<file path="config.mk">
export PLATFORM = sky130hd
export DESIGN_NAME = if_stage
export DESIGN_NICKNAME = d
export VERILOG_FILES = /design/src/rtl/if_pkg.sv /design/src/rtl/if_skid_buf.sv /design/src/rtl/if_stage.sv
export SDC_FILE = /design/constraint.sdc
export NUM_CORES = 1
export LEC_CHECK = 0
export ABC_CLOCK_PERIOD_IN_PS = 12000
export BUFFER_PORTS_ARGS = -buffer_cell sky130_fd_sc_hd__buf_4
export CORE_MARGIN = 2
export CORE_UTILIZATION = 61
export DETAILED_ROUTE_END_ITERATION = 10
export GPL_TIMING_DRIVEN = 1
export PLACE_DENSITY = 0.95
export SLEW_MARGIN = 20
export SYNTH_ARGS = -nofsm -noshare
export SYNTH_HDL_FRONTEND = slang
export SYNTH_SLANG_ARGS = --single-unit
</file>
<file path="constraint.sdc">
create_clock -name clk -period 12 [get_ports clk]
set_clock_uncertainty 0.1 [all_clocks]
set_input_delay 1.2 -clock clk [delete_from_list [all_inputs] [get_ports clk]]
set_output_delay 1.2 -clock clk [all_outputs]
set_load 0.01 [all_outputs]
</file>
<file path="src/rtl/if_pkg.sv">
// Shared definitions for the instruction fetch stage: FSM states,
// datapath widths, the sequential PC increment and the flush word.
package if_pkg;

    localparam int ADDR_W  = 32;
    localparam int INSTR_W = 32;

    localparam logic [ADDR_W-1:0]  PC_INC      = 32'd4;
    localparam logic [INSTR_W-1:0] FLUSH_INSTR = 32'h0000_0000;

    // FETCH: request outstanding; HOLD: word parked while stalled;
    // DROP: in-flight word belongs to the wrong path and will be discarded.
    typedef enum logic [1:0] {
        FETCH = 2'd0,
        HOLD  = 2'd1,
        DROP  = 2'd2
    } state_t;

    // Sequential successor; wraps naturally modulo 2^32.
    function automatic logic [ADDR_W-1:0] next_pc(input logic [ADDR_W-1:0] addr);
        return addr + PC_INC;
    endfunction

endpackage

</file>
<file path="src/rtl/if_skid_buf.sv">
// One-entry buffer that parks a fetched word and its successor address
// while the downstream stage is stalled.
module if_skid_buf
    import if_pkg::*;
(
    input  logic               clk,
    input  logic               rst,
    input  logic               load,
    input  logic               clear,
    input  logic [INSTR_W-1:0] load_data,
    input  logic [ADDR_W-1:0]  load_addr,
    output logic               full,
    output logic [INSTR_W-1:0] data,
    output logic [ADDR_W-1:0]  addr
);

    // Occupancy flag: load wins over clear when both are requested.
    always_ff @(posedge clk or negedge rst) begin
        if (!rst) begin
            full <= 1'b0;
        end else if (load) begin
            full <= 1'b1;
        end else if (clear) begin
            full <= 1'b0;
        end
    end

    // Payload capture.
    // NOTE: the payload has no reset; it is only ever read while full=1,
    // so resetting it would add reset fan-out without changing behaviour.
    always_ff @(posedge clk) begin
        if (load) begin
            data <= load_data;
            addr <= load_addr;
        end
    end

endmodule

</file>
<file path="src/rtl/if_stage.sv">
// Instruction fetch stage: issues sequential requests to instruction
// memory, presents returned words downstream, parks one word during a
// stall and discards in-flight words after a branch redirect.
module if_stage
    import if_pkg::*;
#(
    parameter logic [ADDR_W-1:0] RESET_PC = 32'h0000_0000
) (
    input  logic               clk,
    input  logic               rst,
    input  logic               freez,
    input  logic               branch_taken,
    input  logic [ADDR_W-1:0]  branch_addr,
    output logic               imem_req,
    output logic [ADDR_W-1:0]  imem_addr,
    input  logic               imem_ack,
    input  logic [INSTR_W-1:0] imem_rdata,
    output logic [ADDR_W-1:0]  pc,
    output logic [INSTR_W-1:0] instruction,
    output logic               valid
);

    state_t              state, state_next;
    logic [ADDR_W-1:0]   pc_reg, pc_reg_next;
    logic [ADDR_W-1:0]   redirect, redirect_next;
    logic [ADDR_W-1:0]   pc_next;
    logic [INSTR_W-1:0]  instr_next;
    logic                valid_next;
    logic                buf_load, buf_clear, buf_full;
    logic [INSTR_W-1:0]  buf_data;
    logic [ADDR_W-1:0]   buf_addr;
    logic                ack;
    logic [ADDR_W-1:0]   seq_pc;

    // Request is silenced during reset so nothing is issued from a stale
    // address; an ack only counts while our request is actually asserted,
    // which also discards a late ack left over from before a reset.
    assign imem_req  = rst && (state != HOLD);
    assign imem_addr = pc_reg;
    assign ack       = imem_ack && imem_req;
    assign seq_pc    = next_pc(pc_reg);

    if_skid_buf u_skid_buf (
        .clk       (clk),
        .rst       (rst),
        .load      (buf_load),
        .clear     (buf_clear),
        .load_data (imem_rdata),
        .load_addr (seq_pc),
        .full      (buf_full),
        .data      (buf_data),
        .addr      (buf_addr)
    );

    // State register.
    // NOTE: every clocked block uses non-blocking assignments so all
    // registers sample pre-edge values, independent of block ordering.
    always_ff @(posedge clk or negedge rst) begin
        if (!rst) begin
            state <= FETCH;
        end else begin
            state <= state_next;
        end
    end

    // Next-state and datapath control for every register of the stage.
    // NOTE: all outputs of this block receive a default first, so no path
    // through the case statement can leave a value unassigned (no latch).
    always_comb begin
        state_next    = state;
        pc_reg_next   = pc_reg;
        redirect_next = redirect;
        pc_next       = pc;
        instr_next    = instruction;
        valid_next    = valid;
        buf_load      = 1'b0;
        buf_clear     = 1'b0;

        // A redirect always flushes the presented slot, stall or not.
        if (branch_taken) begin
            valid_next = 1'b0;
            instr_next = FLUSH_INSTR;
        end

        case (state)
            FETCH: begin
                if (branch_taken) begin
                    if (ack) begin
                        pc_reg_next = branch_addr;
                    end else begin
                        // Address must stay put until the wrong-path ack.
                        redirect_next = branch_addr;
                        state_next    = DROP;
                    end
                end else if (ack) begin
                    pc_reg_next = seq_pc;
                    if (!freez) begin
                        pc_next    = seq_pc;
                        instr_next = imem_rdata;
                        valid_next = 1'b1;
                    end else begin
                        buf_load   = 1'b1;
                        state_next = HOLD;
                    end
                end else if (!freez) begin
                    valid_next = 1'b0;
                end
            end

            HOLD: begin
                if (branch_taken) begin
                    buf_clear   = 1'b1;
                    pc_reg_next = branch_addr;
                    state_next  = FETCH;
                end else if (!freez) begin
                    pc_next    = buf_addr;
                    instr_next = buf_data;
                    valid_next = buf_full;
                    buf_clear  = 1'b1;
                    state_next = FETCH;
                end
            end

            DROP: begin
                if (ack) begin
                    // Newest target wins if a branch coincides with the ack.
                    pc_reg_next = branch_taken ? branch_addr : redirect;
                    state_next  = FETCH;
                end else if (branch_taken) begin
                    redirect_next = branch_addr;
                end
            end

            default: begin
                state_next = FETCH;
            end
        endcase
    end

    // Fetch address, redirect target and presented instruction registers.
    always_ff @(posedge clk or negedge rst) begin
        if (!rst) begin
            pc_reg      <= RESET_PC;
            redirect    <= RESET_PC;
            pc          <= '0;
            instruction <= FLUSH_INSTR;
            valid       <= 1'b0;
        end else begin
            pc_reg      <= pc_reg_next;
            redirect    <= redirect_next;
            pc          <= pc_next;
            instruction <= instr_next;
            valid       <= valid_next;
        end
    end

endmodule

</file>
; ---- After elaboration in Yosys (flattened, before gate mapping)
; Index checks and enable logic that the tools add are counted.
[classes]
add_sub_neg = 1
eq_ne = 17
n_mux = 49
reduce_logical = 11
[op_table]
columns = cell, count
row1 = 32-bit 2-to-1 mux, 20
row2 = 32-bit one-hot mux with 2 select lines, 3
row3 = 32-bit one-hot mux with 3 select lines, 1
row4 = "32-bit by 3-bit adder with 32-bit output, second input constant", 1
row5 = "2-bit != test, second input constant", 10
row6 = 1-bit 2-to-1 mux, 16
row7 = 2-bit 2-to-1 mux, 7
row8 = "3-bit != test, second input constant", 4
row9 = 4-bit AND reduction, 2
row10 = 2-bit one-hot mux with 3 select lines, 1
row11 = 6-bit AND reduction, 1
row12 = 2-bit nonzero test, 3
row13 = 5-bit AND reduction, 1
row14 = 3-bit nonzero test, 1
row15 = "2-bit by 1-bit equality test with 1-bit output, second input constant", 1
row16 = "2-bit equality test, second input constant", 1
row17 = 1-bit logical AND, 2
row18 = 2-bit zero test, 1
row19 = "2-bit by 1-bit != test with 1-bit output, second input constant", 1
row20 = 1-bit one-hot mux with 2 select lines, 1
[totals]
reg_bits = 196
out_inout_bits = 98
word_cells = 87

; ---- Logic depth before layout (Yosys ltp)
; Gate-level depths: netlist (run 1).
[depth]
word_depth = 7
depth_mapped = 10

; ---- Cells and area by module
; A second synthesis (run 1) with hierarchy kept.
[unflattened]
hier_cells = 813
hier_area_um2 = 9282.7
[by_module_without_submodules]
columns = module, n_inst, cells_each, area_per_inst_um2, seq_area_each_um2
row1 = if_stage, 1, 746, 7324.5, 3278.1
row2 = if_skid_buf, 1, 67, 1958.1, 1946.9

; ---- Worst setup path after synthesis (run 1)
; No wires, ideal clock.
[synth_timing]
kind = input to register
start = in branch_taken
end = reg u_skid_buf.addr[0] (enable)
arrival_time_ns = 4.660
t_required_ns = 11.412
path_slack_ns = 6.752
stages = 5
path_cell_list = inv_1 > clkbuf_1 > clkbuf_1 > nand2_1 > nor2_1
[synth_via]
elab_chain_len = 2
[synth_rtl]
columns = item, line
row1 = start: declaration, if_stage.sv:12  ; input logic branch_taken,
row2 = 1-bit 2-to-1 mux, if_stage.sv:87  ; if (branch_taken) begin
row3 = 1-bit 2-to-1 mux, if_stage.sv:85  ; case (state)
row4 = net buf_load, if_stage.sv:29  ; logic buf_load, buf_clear, buf_full;
row5 = end signal: assignment, if_skid_buf.sv:34  ; addr <= load_addr;
row6 = end: declaration, if_skid_buf.sv:14  ; output logic [ADDR_W-1:0] addr
; The timed path passes the listed nets, and every way through them passes these cells.
; A chain may end at the register's enable or synchronous reset.

; ---- Worst setup path after layout (run 1)
[layout_timing]
start = in rst
end = reg pc[30]
[layout_via]
elab_chain_len = 4
[layout_rtl]
columns = item, line
row1 = start: declaration, if_stage.sv:10  ; input logic rst,
row2 = 1-bit logical AND, if_stage.sv:38  ; assign imem_req = rst && (state != HOLD);
row3 = 1-bit logical AND, if_stage.sv:40  ; assign ack = imem_ack && imem_req;
row4 = 2-bit != test (no line), -
row5 = 6-bit AND reduction (no line), -
row6 = end signal: assignment, if_stage.sv:151  ; pc <= pc_next;
row7 = end: declaration, if_stage.sv:18  ; output logic [ADDR_W-1:0] pc,
; No other way between the ends.

==> results of run 1 <==
## power by group through the flow
stage	sequential, uW	combinational [uW]	clock, uW
after CTS	1080	964	576
final	1090	976	572
after detailed placement	1090	945	0
after global placement	1080	904	0
after global routing	1110	1050	603
after floorplan	1080	565	0
## cell usage after synthesis (all sizes together) (20+ instances only)
| cell | instances |
|---|---|
| inv | 20 |
| dfrtp | 132 |
| nor2 | 43 |
| a21o | 35 |
| a22o | 34 |
| nand2 | 85 |
| mux2i | 23 |
| mux2 | 42 |
| a21oi | 42 |
| clkbuf | 30 |
| o21ai | 46 |
| edfxtp | 64 |
| buf | 31 |
## cells in the final DEF (no fill, tap or decap), types with 20 or more instances in the layout
cell type / instances
a21o_1: 35
a21oi_1: 42
a22o_1: 34
buf_4: 173
dfrtp_1: 132
edfxtp_1: 64
inv_1: 20
mux2_2: 42
mux2i_1: 23
nand2_1: 85
nor2_1: 40
o21ai_0: 42
## how the worst min path moves through the flow
stage                                   end  slack, ns                      start  cells after the start
6_report          instruction[17]$_DFF_PN0_       0.38  instruction[17]$_DFF_PN0_                      1
2_1_floorplan  u_skid_buf.addr[0]$_DFFE_PP_       0.37   imem_addr[0]$_DFFE_PN0P_                      0
3_5_place_dp      instruction[19]$_DFF_PN0_       0.37  instruction[19]$_DFF_PN0_                      1
5_1_grt           instruction[19]$_DFF_PN0_       0.40  instruction[19]$_DFF_PN0_                      1
3_3_place_gp      instruction[19]$_DFF_PN0_       0.36  instruction[19]$_DFF_PN0_                      1
4_1_cts           instruction[19]$_DFF_PN0_       0.38  instruction[19]$_DFF_PN0_                      1
## cells by family after synthesis
group / Yosys count / share of synthesized area [%]
AOI/OAI and AO/OA: 256 / 19.2
xor gates and xnor gates: 28 / 2.74
DFF: 196 / 55.1
and+or+nand+nor: 199 / 11.2
muxes: 65 / 7.41
adders and majority gates: 5 / 0.660
buffers and inverters: 81 / 3.64
## stage by stage
| stage | hold WS [ns] | setup slack, ns |
|---|---|---|
| floorplan | 0.369 | 6.75 |
| global placement | 0.361 | 7.61 |
| detailed placement | 0.367 | 7.55 |
| CTS | 0.383 | 8.01 |
| global route | 0.396 | 7.60 |
| finish | 0.380 | 8.06 |
## layer usage
layer  track usage, %  up-vias
li1                 -     3371
met1             41.5     3754
met2             46.0      512
met3             5.95       97
met4             16.0        0
met5                0        -
## final cells by class
type                       instances  area (um2)  share of cell area (%)
clock inverter                    12         145                    1.28
timing repair buffer             174        1310                    11.5
inverter                          20        75.1                   0.660
tap                              188         235                    2.07
multi-input combinational        553        3960                    34.7
clock buffer                      20         437                    3.84
sequential                       196        5230                    45.9
==> impl_metrics.py, run 1 <==
metrics = {
    "logic_synthesis": {
        "yosysTopAreaCellShare_pct": 34.8,
        "yosysUniqueCellTypes": 71,
        "synth-edff-count": 64,
        "yosysSeqAreaShare_pct": 55.1,
        "syn-num-nets": 904,
        "synth_area_per_cell_um2": 11.4,
        "yosys_most_used_dff": "dfrtp_1",
        "synth_area_leaders": "dfrtp_1 (35%), edfxtp_1 (20%), mux2_2 (5.0%)",
        "ys_async_sr_fraction_pct": 67.3,
        "yosys_register_bits": 196,
        "yosysTopAreaCell": "dfrtp_1",
        "yosys_warnings": 0,
        "netlist_area_um2": 9480,
        "syn_inst": 830,
    },
    "cts": {
        "cts_resized": 0,
        "cts.sinks": 196,
        "cts_buffer_depth": 2,
        "htreeDepth": 4,
        "cts_buffers": 17,
        "path_clk_slew_ns": 0.07,
        "postCtsSetupBuffers": 0,
        "hold_buffers": 0,
        "cts_root_buf": "clkbuf_16",
        "clock_latency_ns": 0.44,
        "cts_tree": "built",
    },
    "grt": {
        "grt_pass1_wl_um": 38700,
        "grt_max_degree": 84,
        "grt_usage_pct": 30.2,
        "grt_pass1_vias": 7345,
        "antenna_found_initial": 0,
        "gr-total-overflow": 0,
    },
    "floorplan": {
        "io_pins": 167,
        "die_h_um": 129,
        "die_w_um": 129,
        "placementRows": 45,
        "initial_core_util_pct": 62.4,
        "dieArea_um2": 16600,
        "coreArea_um2": 15200,
    },
    "sta": {
        "period_minus_slack_ns": 3.94,
        "hold_violations": 0,
        "slew_headroom_pct": 31.2,
        "max_freq_mhz": 254,
        "fin_tns_setup_ns": 0,
        "fin_crit_sh_pct": 32.8,
        "setup_viol": 0,
        "tightestPinTransition_ns": 1.03,
        "slew_violations": 0,
        "rsz0062_at_grt": "no",
    },
    "power": {
        "power.switching_uw": 997,
        "p_leak_uw": 0.00508,
        "intPower_uw": 1640,
        "power_density_nw_per_um2": 232,
        "swShare_pct": 37.8,
        "combPwrFrac_pct": 37.0,
        "clkPwrFrac_pct": 21.7,
        "seq_power_share_pct": 41.3,
        "vdd_drop_max_v": 0.000143,
        "totalPowerFinal_uw": 2640,
    },
    "finish": {
        "nets": 1036,
        "layout-drive-gt1-share_pct": 27.6,
        "nFillCells": 950,
        "final_area_um2": 11400,
        "stdcell_count": 1163,
        "synthToLayoutAreaGrowth_pct": 20.0,
        "post-route-util_pct": 74.9,
        "diodes": 0,
    },
    "detailed_routing": {
        "drcViolationCount": 0,
        "ant_nets": 0,
        "drtIter0Drc": 850,
        "vias": 7734,
        "routedLengthMet1_um": 9970,
        "wl_met3_um": 2360,
        "dr.max_layer_used": "met4",
        "met2WireLength_um": 11300,
        "wl_um": 24700,
        "wire_per_inst_um": 21.2,
        "dr.pass1.iters": 8,
        "viasPerCell": 6.65,
    },
    "critical_path": {
        "cp_num_cells": 7,
        "path_delay_family": "buffers and inverters",
        "worst_ep_arrival_time_ns": 4.19,
        "critPathCapture": "pc[30]$_DFFE_PN0P_",
        "crit_chain": "buf_6 -> buf_4 -> and4b_1 -> o21ai_4 -> nor2_4 -> a211oi_1 -> a211oi_1",
        "r2r-end": "imem_addr[30]$_DFFE_PN0P_",
        "cp_common_cell": "a211oi_1",
        "crit_slowest_cell": "nor2_4",
        "startpoint_type": "input pin",
        "regToRegSetupSlack_ns": 8.60,
        "cp-end-kind": "register",
        "cp_max_fo": 83,
        "crit_start": "rst",
        "criticalPathCategory": "input pin to register",
        "worstReg2RegStart": "state[1]$_DFFE_PN0P_",
        "cp_slowest_stage_delay_ns": 0.79,
        "required_ns": 12.25,
        "crit_buf_inv": 2,
        "reg2regPathDepth": 9,
    },
    "place": {
        "io_buffers": 166,
        "dpl.cell_count": 1131,
        "place_congestion": 0.880,
        "placedInstanceArea_um2": 10800,
        "hpwl_um": 16000,
    },
    "hold_path": {
        "hold_class": "register to register",
    },
    "flow_run": {
        "maxCapViolations": 0,
    },
    "run_status": {
        "outcome": "complete, no violations",
    },
}
(Power assumes the default switching activity.)
==> inputs of run 2 (changes only) <==
--- a/config.mk
+++ b/config.mk
@@ -5,13 +5,14 @@
 export SDC_FILE = /design/constraint.sdc
 export NUM_CORES = 1
 export LEC_CHECK = 0
-export ABC_CLOCK_PERIOD_IN_PS = 12000
+export ABC_AREA = 1
+export ABC_CLOCK_PERIOD_IN_PS = 4000
 export BUFFER_PORTS_ARGS = -buffer_cell sky130_fd_sc_hd__buf_4
 export CORE_MARGIN = 2
-export CORE_UTILIZATION = 61
+export CORE_UTILIZATION = 57
 export DETAILED_ROUTE_END_ITERATION = 10
 export GPL_TIMING_DRIVEN = 1
-export PLACE_DENSITY = 0.95
+export PLACE_DENSITY = 0.9
 export SLEW_MARGIN = 20
 export SYNTH_ARGS = -nofsm -noshare
 export SYNTH_HDL_FRONTEND = slang
==> constraint.sdc (replaced) <==
create_clock -name clk -period 4 [get_ports clk]
set_clock_uncertainty 0.1 [all_clocks]
set_input_delay 0.4 -clock clk [delete_from_list [all_inputs] [get_ports clk]]
set_output_delay 0.4 -clock clk [all_outputs]
set_load 0.01 [all_outputs]
==> run 2 against run 1 <==
Routed wire length grew 12%. Sequential cell count did not move. Highest routed layer unchanged. Sequential share of layout area fell by 2.1 points. Area after synthesis is 4.9% higher. Via count increased by 19%. Register-to-register slack worse by 7.4 ns. Sequential power grew to 2.9 times the previous value.
==> impl_metrics.py, run 2 <==
metrics = {
    "critical_path": {
        "cp_slowest_stage_delay_ns": 0.54,
        "reg2regPathDepth": 9,
        "worstReg2RegStart": "state[1]$_DFFE_PN0P_",
        "crit_chain": "dlygate4sd3_1 -> buf_6 -> inv_1 -> nor2_4 -> nand2_2 -> o21ai_2 -> nand3_2 -> buf_4 -> a21oi_1 -> nand2_1 -> o21ai_0",
        "crit_slowest_cell": "dlygate4sd3_1",
        "startpoint_type": "input pin",
        "cp_max_fo": 39,
        "criticalPathCategory": "input pin to register",
        "regToRegSetupSlack_ns": 1.17,
        "worst_ep_arrival_time_ns": 3.09,
        "r2r-end": "pc[14]$_DFFE_PN0P_",
        "cp-end-kind": "register",
        "required_ns": 4.26,
    },
    "grt": {
        "gr-total-overflow": 0,
        "grt_pass1_wl_um": 43400,
        "antenna_found_initial": 0,
        "grt_pass1_vias": 8552,
        "grt_max_degree": 87,
        "grt_usage_pct": 30.0,
    },
    "sta": {
        "max_freq_mhz": 354,
        "fin_tns_setup_ns": 0,
        "period_minus_slack_ns": 2.83,
        "hold_violations": 0,
        "slew_violations": 0,
        "tightestPinTransition_ns": 1.01,
        "setup_viol": 0,
        "rsz0062_at_grt": "no",
        "hold-worst-slack_ns": 0.0411,
        "slew_headroom_pct": 32.6,
        "fin_crit_sh_pct": 70.7,
    },
    "floorplan": {
        "die_w_um": 136,
        "die_h_um": 136,
        "coreArea_um2": 17200,
        "initial_core_util_pct": 57.9,
        "dieArea_um2": 18500,
        "io_pins": 167,
        "placementRows": 48,
    },
    "run_status": {
        "outcome": "complete, no violations",
    },
    "logic_synthesis": {
        "yosys_warnings": 0,
        "yosysUniqueCellTypes": 40,
        "synth.top_cells.by_count": "nand2_1 (430), a21oi_1 (143), dfrtp_1 (132)",
        "syn-num-nets": 1290,
        "synth_area_leaders": "dfrtp_1 (33%), edfxtp_1 (19%), nand2_1 (16%)",
        "synth_area_per_cell_um2": 8.18,
        "yosysTopAreaCell": "dfrtp_1",
        "yosysMostFrequentCell": "nand2_1",
        "ys_async_sr_fraction_pct": 67.3,
        "yosys_most_used_dff": "dfrtp_1",
        "synth-edff-count": 64,
        "syn_inst": 1216,
        "yosysTopAreaCellShare_pct": 33.2,
        "yosysSeqAreaShare_pct": 52.5,
        "yosys_register_bits": 196,
        "netlist_area_um2": 9950,
    },
    "cts": {
        "cts_root_buf": "clkbuf_16",
        "hold_buffers": 1,
        "cts_buffers": 17,
        "cts_tree": "built",
        "htreeDepth": 4,
        "clock_latency_ns": 0.44,
        "postCtsSetupBuffers": 0,
        "cts_buffer_depth": 2,
        "path_clk_slew_ns": 0.08,
        "cts.sinks": 196,
        "cts_resized": 0,
    },
    "finish": {
        "synthToLayoutAreaGrowth_pct": 19.9,
        "nFillCells": 1336,
        "seq_area_um2": 5230,
        "multi_input_area_um2": 4130,
        "layout-drive-gt1-share_pct": 18.5,
        "layout_common_cells": "nand2_1 (430), buf_4 (178), a21oi_1 (143)",
        "nets": 1420,
        "diodes": 0,
        "final_common_cell": "nand2_1",
    },
    "detailed_routing": {
        "viasPerCell": 5.79,
        "drcViolationCount": 0,
        "wire_per_inst_um": 17.4,
        "drtIter0Drc": 1169,
        "ant_nets": 0,
        "vias": 9177,
        "dr.pass1.iters": 6,
        "wl_um": 27600,
    },
    "hold_path": {
        "whs_path_depth": 1,
        "hp-start": "imem_rdata[22]",
        "hold_class": "input pin to register",
        "whs_endpoint": "u_skid_buf.data[22]$_DFFE_PP_",
    },
    "power": {
        "vdd_drop_max_v": 0.000393,
        "p_leak_uw": 0.00563,
        "power_density_nw_per_um2": 738,
    },
    "place": {
        "place_congestion": 0.911,
        "hpwl_um": 18600,
        "io_buffers": 166,
    },
    "flow_run": {
        "maxCapViolations": 0,
    },
}
## run 2: power by group
group	internal, uW	leakage, uW	switching, uW	total (uW)
combinational	1440	0.00312	2440	3870
clock	948	0.000278	790	1740
sequential	2700	0.00223	492	3190
## run 2: layer usage
layer | share of wire (%) | GRT usage (%) | wire [um] | vias to the layer above
met2 | 46 | 45.4 | 12700 | 516
met1 | 41 | 42.6 | 11300 | 4306
met5 | 0 | 0 | 0 | -
met4 | 3.6 | 12.4 | 1000 | 0
met3 | 9.4 | 5.67 | 2590 | 70
li1 | - | - | - | 4285
## run 2: kinds of logic after synthesis
| group | count (synthesis) | share of synthesized area [%] |
|---|---|---|
| compound gates | 265 | 14.9 |
| flops | 196 | 52.5 |
| fa+ha+maj | 5 | 0.629 |
| buf+inv | 148 | 6.08 |
| xor+xnor | 14 | 1.69 |
| simple gates | 588 | 24.2 |
## run 2: worst max-delay path by stage
stage                         startpoint                            to  slack, ns
global placement    state[0]$_DFFE_PN0P_     imem_addr[14]$_DFFE_PN0P_       1.22
detailed placement  state[0]$_DFFE_PN0P_      imem_addr[1]$_DFFE_PN0P_       1.10
finish                               rst      imem_addr[5]$_DFFE_PN0P_       1.17
CTS                 state[0]$_DFFE_PN0P_      imem_addr[1]$_DFFE_PN0P_       1.07
global route                         rst            pc[14]$_DFFE_PN0P_       0.97
floorplan           state[1]$_DFFE_PN0P_  u_skid_buf.addr[0]$_DFFE_PP_       0.76
## run 2: critical path, delay by kind of cell
family          cells  cell delay (ns)
compound gates      3             0.44
buf+inv             4             1.40
simple gates        4             0.80
## run 2: final cells by class
| class | instances | area share, % |
|---|---|---|
| clock inverter | 13 | 1.26 |
| sequential | 196 | 43.8 |
| multi-input combinational | 872 | 34.6 |
| inverter | 77 | 2.43 |
| clock buffer | 19 | 3.71 |
| timing repair buffer | 182 | 11.8 |
| tap | 225 | 2.36 |
## run 2: metrics by stage
stage	utilization, %	instance area (um2)	worst slack [ns]	instances	total power [uW]
after global routing	69.4	11900	0.967	1584	9350
after CTS	69.3	11900	1.07	1583	8710
final	69.4	11900	1.17	1584	8800
after floorplan	-	9950	0.756	1216	5550
after detailed placement	65.8	11300	1.10	1550	6950
after global placement	65.8	11300	1.22	1550	6790
